===== src/rtl/mul_div_unit_pkg.sv =====
`default_nettype none
// ---------------------------------------------------------------------------
// mul_div_unit_pkg : RV32M op codes, FSM states and operand-sign helpers
// Revision: 1.0
// ---------------------------------------------------------------------------
package mul_div_unit_pkg;

  typedef enum logic [2:0] {
    MDU_OP_MUL    = 3'd0,
    MDU_OP_MULH   = 3'd1,
    MDU_OP_MULHSU = 3'd2,
    MDU_OP_MULHU  = 3'd3,
    MDU_OP_DIV    = 3'd4,
    MDU_OP_DIVU   = 3'd5,
    MDU_OP_REM    = 3'd6,
    MDU_OP_REMU   = 3'd7
  } mdu_op_e;

  typedef enum logic [1:0] {
    MDU_ST_IDLE = 2'd0,
    MDU_ST_CALC = 2'd1,
    MDU_ST_FIN  = 2'd2,
    MDU_ST_DONE = 2'd3
  } mdu_state_e;

  function automatic logic op_a_signed(input logic [2:0] op);
    return (op == MDU_OP_MULH) || (op == MDU_OP_MULHSU) ||
           (op == MDU_OP_DIV)  || (op == MDU_OP_REM);
  endfunction

  function automatic logic op_b_signed(input logic [2:0] op);
    return (op == MDU_OP_MULH) || (op == MDU_OP_DIV) || (op == MDU_OP_REM);
  endfunction

endpackage
`default_nettype wire


===== src/rtl/mdu_div_step.sv =====
`default_nettype none
// ---------------------------------------------------------------------------
// mdu_div_step : one combinational restoring-divide iteration
// Revision: 1.0
// ---------------------------------------------------------------------------
module mdu_div_step #(
  parameter int XLEN = 32
) (
  input  logic [XLEN-1:0] i_rem,
  input  logic            i_dividend_bit,
  input  logic [XLEN-1:0] i_divisor,
  output logic [XLEN-1:0] o_rem,
  output logic            o_q_bit
);

  logic [XLEN:0]   w_shift;
  logic [XLEN-1:0] w_diff;

  // The shifted remainder needs one extra bit; the restored/subtracted
  // result always fits back into XLEN bits because it stays below the divisor.
  assign w_shift = {i_rem, i_dividend_bit};
  assign o_q_bit = (w_shift >= {1'b0, i_divisor});
  assign w_diff  = w_shift[XLEN-1:0] - i_divisor;
  assign o_rem   = o_q_bit ? w_diff : w_shift[XLEN-1:0];

endmodule
`default_nettype wire


===== src/rtl/mul_div_unit.sv =====
`default_nettype none
// ---------------------------------------------------------------------------
// mul_div_unit : iterative radix-2 RV32M multiply/divide, start/done handshake
// Option macro: MDU_FAST_MUL_EN (single-cycle combinational multiplies)
// Revision: 1.0
// ---------------------------------------------------------------------------
module mul_div_unit
  import mul_div_unit_pkg::*;
#(
  parameter int XLEN  = 32,
  parameter int CNT_W = 5
) (
  input  logic            clk,
  input  logic            rst_n,
  input  logic            start,
  input  logic [2:0]      op,
  input  logic [XLEN-1:0] srcA,
  input  logic [XLEN-1:0] srcB,
  output logic [XLEN-1:0] result,
  output logic            busy,
  output logic            done
);

  localparam logic [XLEN-1:0] c_int_min = {1'b1, {(XLEN-1){1'b0}}};

  mdu_state_e        r_state, w_state_nxt;
  logic [2:0]        r_op;
  logic [CNT_W-1:0]  r_cnt;
  logic [XLEN-1:0]   r_hi, r_lo, r_opnd;
  logic              r_neg, r_special;
  logic [XLEN-1:0]   r_spec_val, r_result;

  logic              w_is_div, w_is_rem, w_a_neg, w_b_neg, w_neg, w_signed_ovf;
  logic [XLEN-1:0]   w_mag_a, w_mag_b;
  logic              w_special;
  logic [XLEN-1:0]   w_spec_val;
  logic [XLEN:0]     w_mul_sum;
  logic [XLEN-1:0]   w_div_rem;
  logic              w_q_bit;
  logic [2*XLEN-1:0] w_prod, w_prod_s;
  logic [XLEN-1:0]   w_quot_s, w_rem_s, w_final;

  // ---------------- accept-time decode ----------------
  assign w_is_div = op[2];
  assign w_is_rem = op[2] & op[1];
  assign w_a_neg  = op_a_signed(op) & srcA[XLEN-1];
  assign w_b_neg  = op_b_signed(op) & srcB[XLEN-1];
  assign w_mag_a  = w_a_neg ? (-srcA) : srcA;
  assign w_mag_b  = w_b_neg ? (-srcB) : srcB;
  // Remainder takes the dividend's sign; products and quotients the XOR.
  assign w_neg    = w_is_rem ? w_a_neg : (w_a_neg ^ w_b_neg);
  assign w_signed_ovf = ((op == MDU_OP_DIV) || (op == MDU_OP_REM)) &&
                        (srcA == c_int_min) && (srcB == '1);

`ifdef MDU_FAST_MUL_EN
  logic signed [XLEN:0]     w_fa, w_fb;
  logic signed [2*XLEN-1:0] w_fast_prod;
  assign w_fa        = {op_a_signed(op) & srcA[XLEN-1], srcA};
  assign w_fb        = {op_b_signed(op) & srcB[XLEN-1], srcB};
  assign w_fast_prod = w_fa * w_fb;
`endif

  always_comb begin
    w_special  = 1'b0;
    w_spec_val = '0;
    if (w_is_div && (srcB == '0)) begin
      w_special  = 1'b1;
      w_spec_val = w_is_rem ? srcA : '1;
    end else if (w_signed_ovf) begin
      w_special  = 1'b1;
      w_spec_val = w_is_rem ? '0 : c_int_min;
    end
`ifdef MDU_FAST_MUL_EN
    else if (!w_is_div) begin
      w_special  = 1'b1;
      w_spec_val = (op == MDU_OP_MUL) ? w_fast_prod[XLEN-1:0]
                                      : w_fast_prod[2*XLEN-1:XLEN];
    end
`endif
  end

  // ---------------- iteration datapath ----------------
  assign w_mul_sum = {1'b0, r_hi} + (r_lo[0] ? {1'b0, r_opnd} : '0);

  mdu_div_step #(.XLEN(XLEN)) u_div_step (
    .i_rem          (r_hi),
    .i_dividend_bit (r_lo[XLEN-1]),
    .i_divisor      (r_opnd),
    .o_rem          (w_div_rem),
    .o_q_bit        (w_q_bit)
  );

  // ---------------- sign fixup and output select ----------------
  assign w_prod   = {r_hi, r_lo};
  assign w_prod_s = r_neg ? (-w_prod) : w_prod;
  assign w_quot_s = r_neg ? (-r_lo) : r_lo;
  assign w_rem_s  = r_neg ? (-r_hi) : r_hi;

  always_comb begin
    w_final = '0;
    case (r_op)
      MDU_OP_MUL:                           w_final = w_prod_s[XLEN-1:0];
      MDU_OP_MULH, MDU_OP_MULHSU,
      MDU_OP_MULHU:                         w_final = w_prod_s[2*XLEN-1:XLEN];
      MDU_OP_DIV, MDU_OP_DIVU:              w_final = w_quot_s;
      default:                              w_final = w_rem_s;
    endcase
  end

  // ---------------- control FSM ----------------
  always_ff @(posedge clk) begin
    if (!rst_n) r_state <= MDU_ST_IDLE;
    else        r_state <= w_state_nxt;
  end

  always_comb begin
    w_state_nxt = r_state;
    case (r_state)
      MDU_ST_IDLE: if (start) w_state_nxt = w_special ? MDU_ST_FIN : MDU_ST_CALC;
      MDU_ST_CALC: if (r_cnt == CNT_W'(XLEN-1)) w_state_nxt = MDU_ST_FIN;
      MDU_ST_FIN:  w_state_nxt = MDU_ST_DONE;
      MDU_ST_DONE: w_state_nxt = MDU_ST_IDLE;
      default:     w_state_nxt = MDU_ST_IDLE;
    endcase
  end

  always_ff @(posedge clk) begin
    if (!rst_n) begin
      r_op       <= '0;
      r_cnt      <= '0;
      r_hi       <= '0;
      r_lo       <= '0;
      r_opnd     <= '0;
      r_neg      <= 1'b0;
      r_special  <= 1'b0;
      r_spec_val <= '0;
      r_result   <= '0;
    end else begin
      case (r_state)
        MDU_ST_IDLE: if (start) begin
          r_op       <= op;
          r_cnt      <= '0;
          r_neg      <= w_neg;
          r_special  <= w_special;
          r_spec_val <= w_spec_val;
          r_hi       <= '0;
          // Divide: dividend shifts out of r_lo, divisor in r_opnd.
          // Multiply: multiplier shifts out of r_lo, multiplicand in r_opnd.
          r_lo       <= w_is_div ? w_mag_a : w_mag_b;
          r_opnd     <= w_is_div ? w_mag_b : w_mag_a;
        end
        MDU_ST_CALC: begin
          r_cnt <= r_cnt + 1'b1;
          if (r_op[2]) begin
            r_hi <= w_div_rem;
            r_lo <= {r_lo[XLEN-2:0], w_q_bit};
          end else begin
            r_hi <= w_mul_sum[XLEN:1];
            r_lo <= {w_mul_sum[0], r_lo[XLEN-1:1]};
          end
        end
        MDU_ST_FIN: r_result <= r_special ? r_spec_val : w_final;
        default: ;
      endcase
    end
  end

  assign result = r_result;
  assign busy   = (r_state != MDU_ST_IDLE);
  assign done   = (r_state == MDU_ST_DONE);

endmodule
`default_nettype wire


===== config.mk =====
export PLATFORM = sky130hd
export DESIGN_NAME = mul_div_unit
export DESIGN_NICKNAME = d
export VERILOG_FILES = /design/src/rtl/mul_div_unit_pkg.sv /design/src/rtl/mdu_div_step.sv /design/src/rtl/mul_div_unit.sv
export SDC_FILE = /design/constraint.sdc
export NUM_CORES = 1
export LEC_CHECK = 0
export BUFFER_PORTS_ARGS = -buffer_cell sky130_fd_sc_hd__buf_2
export CORE_MARGIN = 5
export CORE_UTILIZATION = 45
export CTS_CLUSTER_SIZE = 24
export DETAILED_ROUTE_END_ITERATION = 6
export GPL_ROUTABILITY_DRIVEN = 0
export GPL_TIMING_DRIVEN = 0
export HOLD_SLACK_MARGIN = 0.02
export PLACE_DENSITY = 0.63
export REMOVE_ABC_BUFFERS = 1
export SLEW_MARGIN = 5
export SYNTH_ARGS = -nofsm -noshare
export SYNTH_HDL_FRONTEND = slang
export SYNTH_SLANG_ARGS = --single-unit
export TNS_END_PERCENT = 5

===== constraint.sdc =====
create_clock -name clk -period 4.3 [get_ports clk]
set_input_delay 0 -clock clk [delete_from_list [all_inputs] [get_ports clk]]
set_output_delay 0 -clock clk [all_outputs]
set_load 0.005 [all_outputs]

# Word-level counts from Yosys, hierarchy flattened

Index checks and enable logic that the tools add are counted.
Widths: inputs -> output; s select.

Input bits: 70
Flip-flop bits (word level): 172
Word-level logic and storage cells: 89

Reductions and logical operators: 19
Add/sub/neg operators: 8
Magnitude comparators: 1
Muxes and demuxes: 30
Bitwise operators: 4
Equal/unequal tests: 17

Operators by type and width:

| kind                 | number |
|---|---|
| $mux 32              | 17 |
| $neg 32->32          | 4 |
| $pmux 32 s2          | 2 |
| $pmux 32 s3          | 1 |
| $eq 32x32->1 const B | 2 |
| $mux 64              | 1 |
| $neg 64->64          | 1 |
| $add 32x32->33       | 1 |
| $ge 33x32->1         | 1 |
| $logic_not 32->1     | 1 |
| $sub 32x32->32       | 1 |
| $eq 3x3->1 const B   | 4 |
| $pmux 5 s2           | 1 |
| $eq 3x2->1 const B   | 3 |
| $pmux 2 s4           | 1 |
| $eq 3x1->1 const B   | 2 |
| $logic_or 1x1->1     | 6 |
| $mux 2               | 3 |
| $reduce_and 2->1     | 3 |
| $add 5x1->5 const B  | 1 |
| $eq 5x5->1 const B   | 1 |
| $mux 5               | 1 |
| $eq 2x2->1 const B   | 2 |
| $ne 2x2->1 const B   | 2 |
| other kinds (10)     | 17 |

# Longest topological paths before layout

Word-level depth: 9
Depth in mapped cells: 14

# Hierarchy

From an unflattened synthesis, not the netlist that was laid out.

Cells, all modules: 2222
Area, all modules: 16278.1 µm²

Modules (own cells, without submodules):

| module       | cells an instance | seq. area each (µm²) | times used | area an instance (µm²) |
|---|---|---|---|---|
| mul_div_unit | 1899              | 3443.3               | 1          | 13947.1 |
| mdu_div_step | 323               | 0.0                  | 1          | 2331.0 |

# Least setup slack after synthesis

No wires, ideal clock.

Kind: reg2reg
Start: register r_lo[0]
End: register r_hi[16]
Data arrival time: 3.231 ns
Clock period less this slack: 3.292 ns
Library setup time: 0.061 ns
Cell stages (with the launch flop): 14
Setup slack: 1.008 ns
Path buffers: 1
Cells stage by stage: dfxtp_1 inv_1 clkbuf_1 nor2_1 ha_1 and3_1 nand2_1 nor3_1 o311a_1 o21ai_0 o21bai_1 or4b_2 nand4_1 a32o_1

Cells in the longest elaborated chain, start to end: 4

RTL lines:

| item                     | line                | text |
|---|---|---|
| start: declaration       | mul_div_unit.sv:29  | `logic [XLEN-1:0] r_hi, r_lo, r_opnd;` |
| start signal: assignment | mul_div_unit.sv:149 | `r_lo <= w_is_div ? w_mag_a : w_mag_b;` |
| start signal: assignment | mul_div_unit.sv:156 | `r_lo <= {r_lo[XLEN-2:0], w_q_bit};` |
| start signal: assignment | mul_div_unit.sv:159 | `r_lo <= {w_mul_sum[0], r_lo[XLEN-1:1]};` |
| $mux 32                  | mul_div_unit.sv:83  | `assign w_mul_sum = {1'b0, r_hi} + (r_lo[0] ? {1'b0, r_opnd} : '0);` |
| $add 32x32->33           | mul_div_unit.sv:83  |  |
| $mux 32                  | mul_div_unit.sv:154 | `if (r_op[2]) begin` |
| $pmux 32 s2              | mul_div_unit.sv:139 | `case (r_state)` |
| end signal: assignment   | mul_div_unit.sv:155 | `r_hi <= w_div_rem;` |
| end signal: assignment   | mul_div_unit.sv:158 | `r_hi <= w_mul_sum[XLEN:1];` |
| end: declaration         | mul_div_unit.sv:29  |  |

Every way passes these cells.
A chain may end at the register's enable or synchronous reset.

# Final worst setup path

Start: register r_lo[31]
End: register r_hi[28]

Cells in the longest elaborated chain, start to end: 4

RTL lines:

| item                                                  | line                                   | text |
|---|---|---|
| $sub 32x32->32 / $ge 33x32->1 (equally long branches) | mdu_div_step.sv:23, mdu_div_step.sv:22 |  |
| $mux 32 (*)                                           | mdu_div_step.sv:24                     | `assign o_rem = o_q_bit ? w_diff : w_shift[XLEN-1:0];` |
| $mux 32 (*)                                           | mul_div_unit.sv:154                    |  |
| $pmux 32 s2 (*)                                       | mul_div_unit.sv:139                    |  |

Every way passes the cells marked *; elsewhere a longest branch is shown, timed or not.

==> impl_results.md <==
* Synthesis-to-layout area growth at 9.990%
* Ys Warns at 0
* Unique cell type count in the Yosys netlist at 90
* Clock power share at 0.181
* Antenna viol nets, final at 0
* Placed cell count at around 2.6k
* Adder-cell share of the synthesized area at 0.06210
* Initial antenna violation count at 0
* Commonest non-fill, non-tap cell in the layout: a21oi_1
* Crit Path Max Fanout at 12
* Worst Skew at around 0.012 ns
* Layout cells sized above 1 at 0.1046
* Clk buf depth at 2
* TritonCTS clock tree: built
* Syn Inst Count at between 2k and 2.5k
* Number of synthesized flops with an enable pin at 0
* Grt total ovfl at 0
* P_int at 4.679 mW
* Finished Core Util at 0.5017
* Clock sinks at around 170
* Std cell rows at 68
* Most frequent cells in the layout: a21oi_1 (211), nor2_1 (205), nand2_1 (203)
* Largest family of logic cells by synthesized area: compound AO/OA/AOI/OAI gates
* Fin cells at approximately 2.6k
* Post-CTS setup buffer count at 0
* Peak supply drop at around 0.00032 V
* Top cell type's share of synthesized area at 0.2186
* Die width at approximately 200 um
* Mapped Area at around 0.016 mm^2
* Setup violations, final at 0
* Clk slew on worst S/H paths at 0.07 ns
* # DRC at 0
* Sw frac at 0.4718
* Most used cell, CP: o21ai_0
* Largest net degree at the start of global routing at 99
* Max-slew headroom at 0.1579
* Worst path cell trace: inv_1 -> ha_1 -> nor2b_1 -> o21ba_2 -> o21ai_0 -> a2111o_1 -> a211oi_1 -> nor2_2 -> buf_8 -> nor2_1 -> o21a_1 -> o21ai_0
* Fraction of registers with async set/reset at 0
* Type of destination of the critical path: flip-flop
* Count of pins over their slew limit at 0
* Setup TNS Final at 0 ns
* P per Cell Area at 511.1 mW/mm^2
* Max frequency at ~0.24 GHz
* Die span in y at 197.1 um
* Syn_area_per_cell at 7.301 um^2
* Setup CP Type: flip-flop to flip-flop
* Initial Util at 0.4561
* Via count at about 17k
* Yosys top cell by area: dfxtp_1
* GRT Util Overall at 0.2794
* Combinational share of power at 0.545
* Min Clock Period, post-route at 4.147 ns
* #FFs+latches synth at 172
* I/O Pins at 104
* Diode count at 0
* WP buf/inv at 2
* DR vias/cell at about 6.3
* H-tree Lvls at 4
* Core Area at 0.03454 mm^2
* Hold WC Path Type: input port to flip-flop
* Worst skew pair latency at ~0.45 ns
* Arr. time, crit path at roughly 4.5 ns
* Worst path top cell family by delay: compound AO/OA/AOI/OAI gates
* WP data required at ~4.6 ns
* Detailed Route Iter0 Violations at ~1.6k
* Area fraction in compound gates after synthesis at 0.2913
* Tot Pwr at slightly below 9 mW
* Final hold violation count at 0
* Vias in the first global route at about 16k
* Post-synthesis xor/xnor area fraction at 0.08672
* Period utilization at 0.9644
* Top FF cell, synth: dfxtp_1
* Status: finished clean
* Fillers at between 3k and 4k
* Die area at about 0.039 mm^2
* Ranking of synthesized cells by area: dfxtp_1 (22%), a21oi_1 (6.7%), ha_1 (6.0%)
* Crit path max-delay cell type: a211oi_1
* Detailed-placement wirelength estimate at between 40,000 and 50,000 um
* Total CTS buffers at 17
* Wire per inst at approximately 21 um
* Sw Pwr at approximately 4.2 mW
* Clock root buffer: clkbuf_16
* Unrepaired setup endpoints after global routing: false
* # nets final at between 2k and 2.5k
* Hold Slack at around 0.056 ns
* Crit-path max cell delay at a little under 0.7 ns
* Max_cap viols at 0
* Sequential power share at 0.273
* Sequential area share after synthesis at 0.2186
* Simple-gate area share of the yosys netlist at 0.2193
* Worst slew pin tran at 1.255 ns
* First-pass GRT wire length at about 87,000 um
* Worst setup SP type: flip-flop
* Routed WL at around 56,000 um
* Portion of netlist area occupied by mux cells at 0.05766
* DRT Pass-1 Iters at 7
* I/O Buffers at a little over 100
* Leakage power at around 6.7 nW
==> path summary, 6_finish.rpt <==
| kind | slack, ns | to | from | depth (start not counted) |
|---|---|---|---|---|
| worst max-delay path | 0.15 | r_hi[28] | r_lo[31] | 12 |
| worst min-delay path | 0.06 | r_opnd[22] | srcB[22] | 4 |
| worst max register to register | 0.15 | r_hi[28] | r_lo[31] | 12 |
| worst min register to register | 0.45 | r_spec_val[0] | r_spec_val[0] | 2 |
==> logic make-up (layout without fill, tap and decap cells) <==
| group | count (synthesis) | in the layout |
|---|---|---|
| AOI/OAI and AO/OA | 729 | 729 |
| and+or+nand+nor | 707 | 707 |
| buffers and inverters | 229 | 260 |
| DFF | 172 | 172 |
| xor gates and xnor gates | 156 | 156 |
| muxes | 88 | 88 |
| adders and majority gates | 77 | 77 |
==> synth_stat cells (all sizes together) (5+ instances only) <==
| master | count |
|---|---|
| a21o | 28 |
| nor3b | 7 |
| a31oi | 30 |
| a311oi | 6 |
| mux2i | 66 |
| clkbuf | 121 |
| o31ai | 25 |
| nor4 | 14 |
| nand2b | 15 |
| buf | 26 |
| nand3 | 41 |
| or2 | 12 |
| and3 | 26 |
| o2111ai | 7 |
| ha | 75 |
| a22o | 5 |
| a21oi | 211 |
| mux2 | 22 |
| o21bai | 7 |
| a211oi | 41 |
| nand3b | 5 |
| or4 | 25 |
| nor3 | 56 |
| xor2 | 67 |
| inv | 80 |
| o21ai | 187 |
| dfxtp | 172 |
| nand4 | 17 |
| o221ai | 20 |
| a22oi | 20 |
| o21a | 14 |
| nor2 | 212 |
| o22ai | 16 |
| o211ai | 52 |
| nand2 | 206 |
| or3 | 30 |
| and2 | 15 |
| nor2b | 13 |
| a221oi | 5 |
| xnor2 | 89 |
| o41ai | 14 |
==> sequential cells by signal, indices dropped and copies added (netlist names) <==
| signal | flops |
|---|---|
| r_hi | 32 |
| r_lo | 32 |
| r_opnd | 32 |
| r_spec_val | 32 |
| result | 32 |
| r_cnt | 5 |
| r_op | 3 |
| r_state | 2 |
| r_neg | 1 |
| r_special | 1 |
==> power by group through the flow <==
stage	registers, mW	clock network [mW]	logic [mW]
floorplan	2.25	0	3.24
global placement	2.44	0	4.45
detailed placement	2.42	0	4.67
CTS	2.39	1.62	4.74
global route	2.46	1.69	5.24
finish	2.42	1.60	4.83
==> per-stage QoR <==
| stage | setup WS, ns | instance area, um^2 |
|---|---|---|
| 2_1_floorplan | -1.079 | 15050 |
| 6_report | 0.1531 | 17330 |
| 3_5_place_dp | -0.2137 | 16360 |
| 5_1_grt | 0.06877 | 17330 |
| 3_3_place_gp | -5.299 | 16130 |
| 4_1_cts | 0.03625 | 17300 |
==> per-layer routing <==
| layer | part of all wire | wire length (um) | vias up | track usage |
|---|---|---|---|---|
| met1 | 0.43 | 24430 | 7870 | 0.3772 |
| li1 | - | - | 7925 | - |
| met5 | 0 | 0 | - | 0 |
| met3 | 0.079 | 4472 | 121 | 0.04162 |
| met4 | 0.041 | 2293 | 0 | 0.1143 |
| met2 | 0.45 | 25240 | 763 | 0.4487 |
==> tightest hold or removal path: stages <==
cell and delay, ns:
buf_2 0.13, xor2_1 0.09, a21oi_1 0.17, o21ai_1 0.07
==> cell type report <==
| class | count | area (um^2) | area share |
|---|---|---|---|
| clock inverters | 11 | 145.1 | 0.008375 |
| repair buffers | 147 | 1037 | 0.05986 |
| flip-flops and latches | 172 | 3451 | 0.1991 |
| repair inverters | 1 | 7.507 | 0.0004332 |
| inverters | 82 | 316.6 | 0.01827 |
| well taps | 455 | 569.3 | 0.03285 |
| clock buffers | 19 | 442.9 | 0.02556 |
| multi-input cells | 1757 | 11360 | 0.6555 |
==> timing repair <==
item / 4_1_cts / 5_1_grt
hold buffers: 35 / 0
pin swaps: 0 / 0
setup endpoints to repair: 10 / 11
gates resized for setup: 3 / 5
cloned: 0 / 1
endpoints found under the hold margin: 36 / 0
Note: power is estimated with default switching activity, not from simulation.
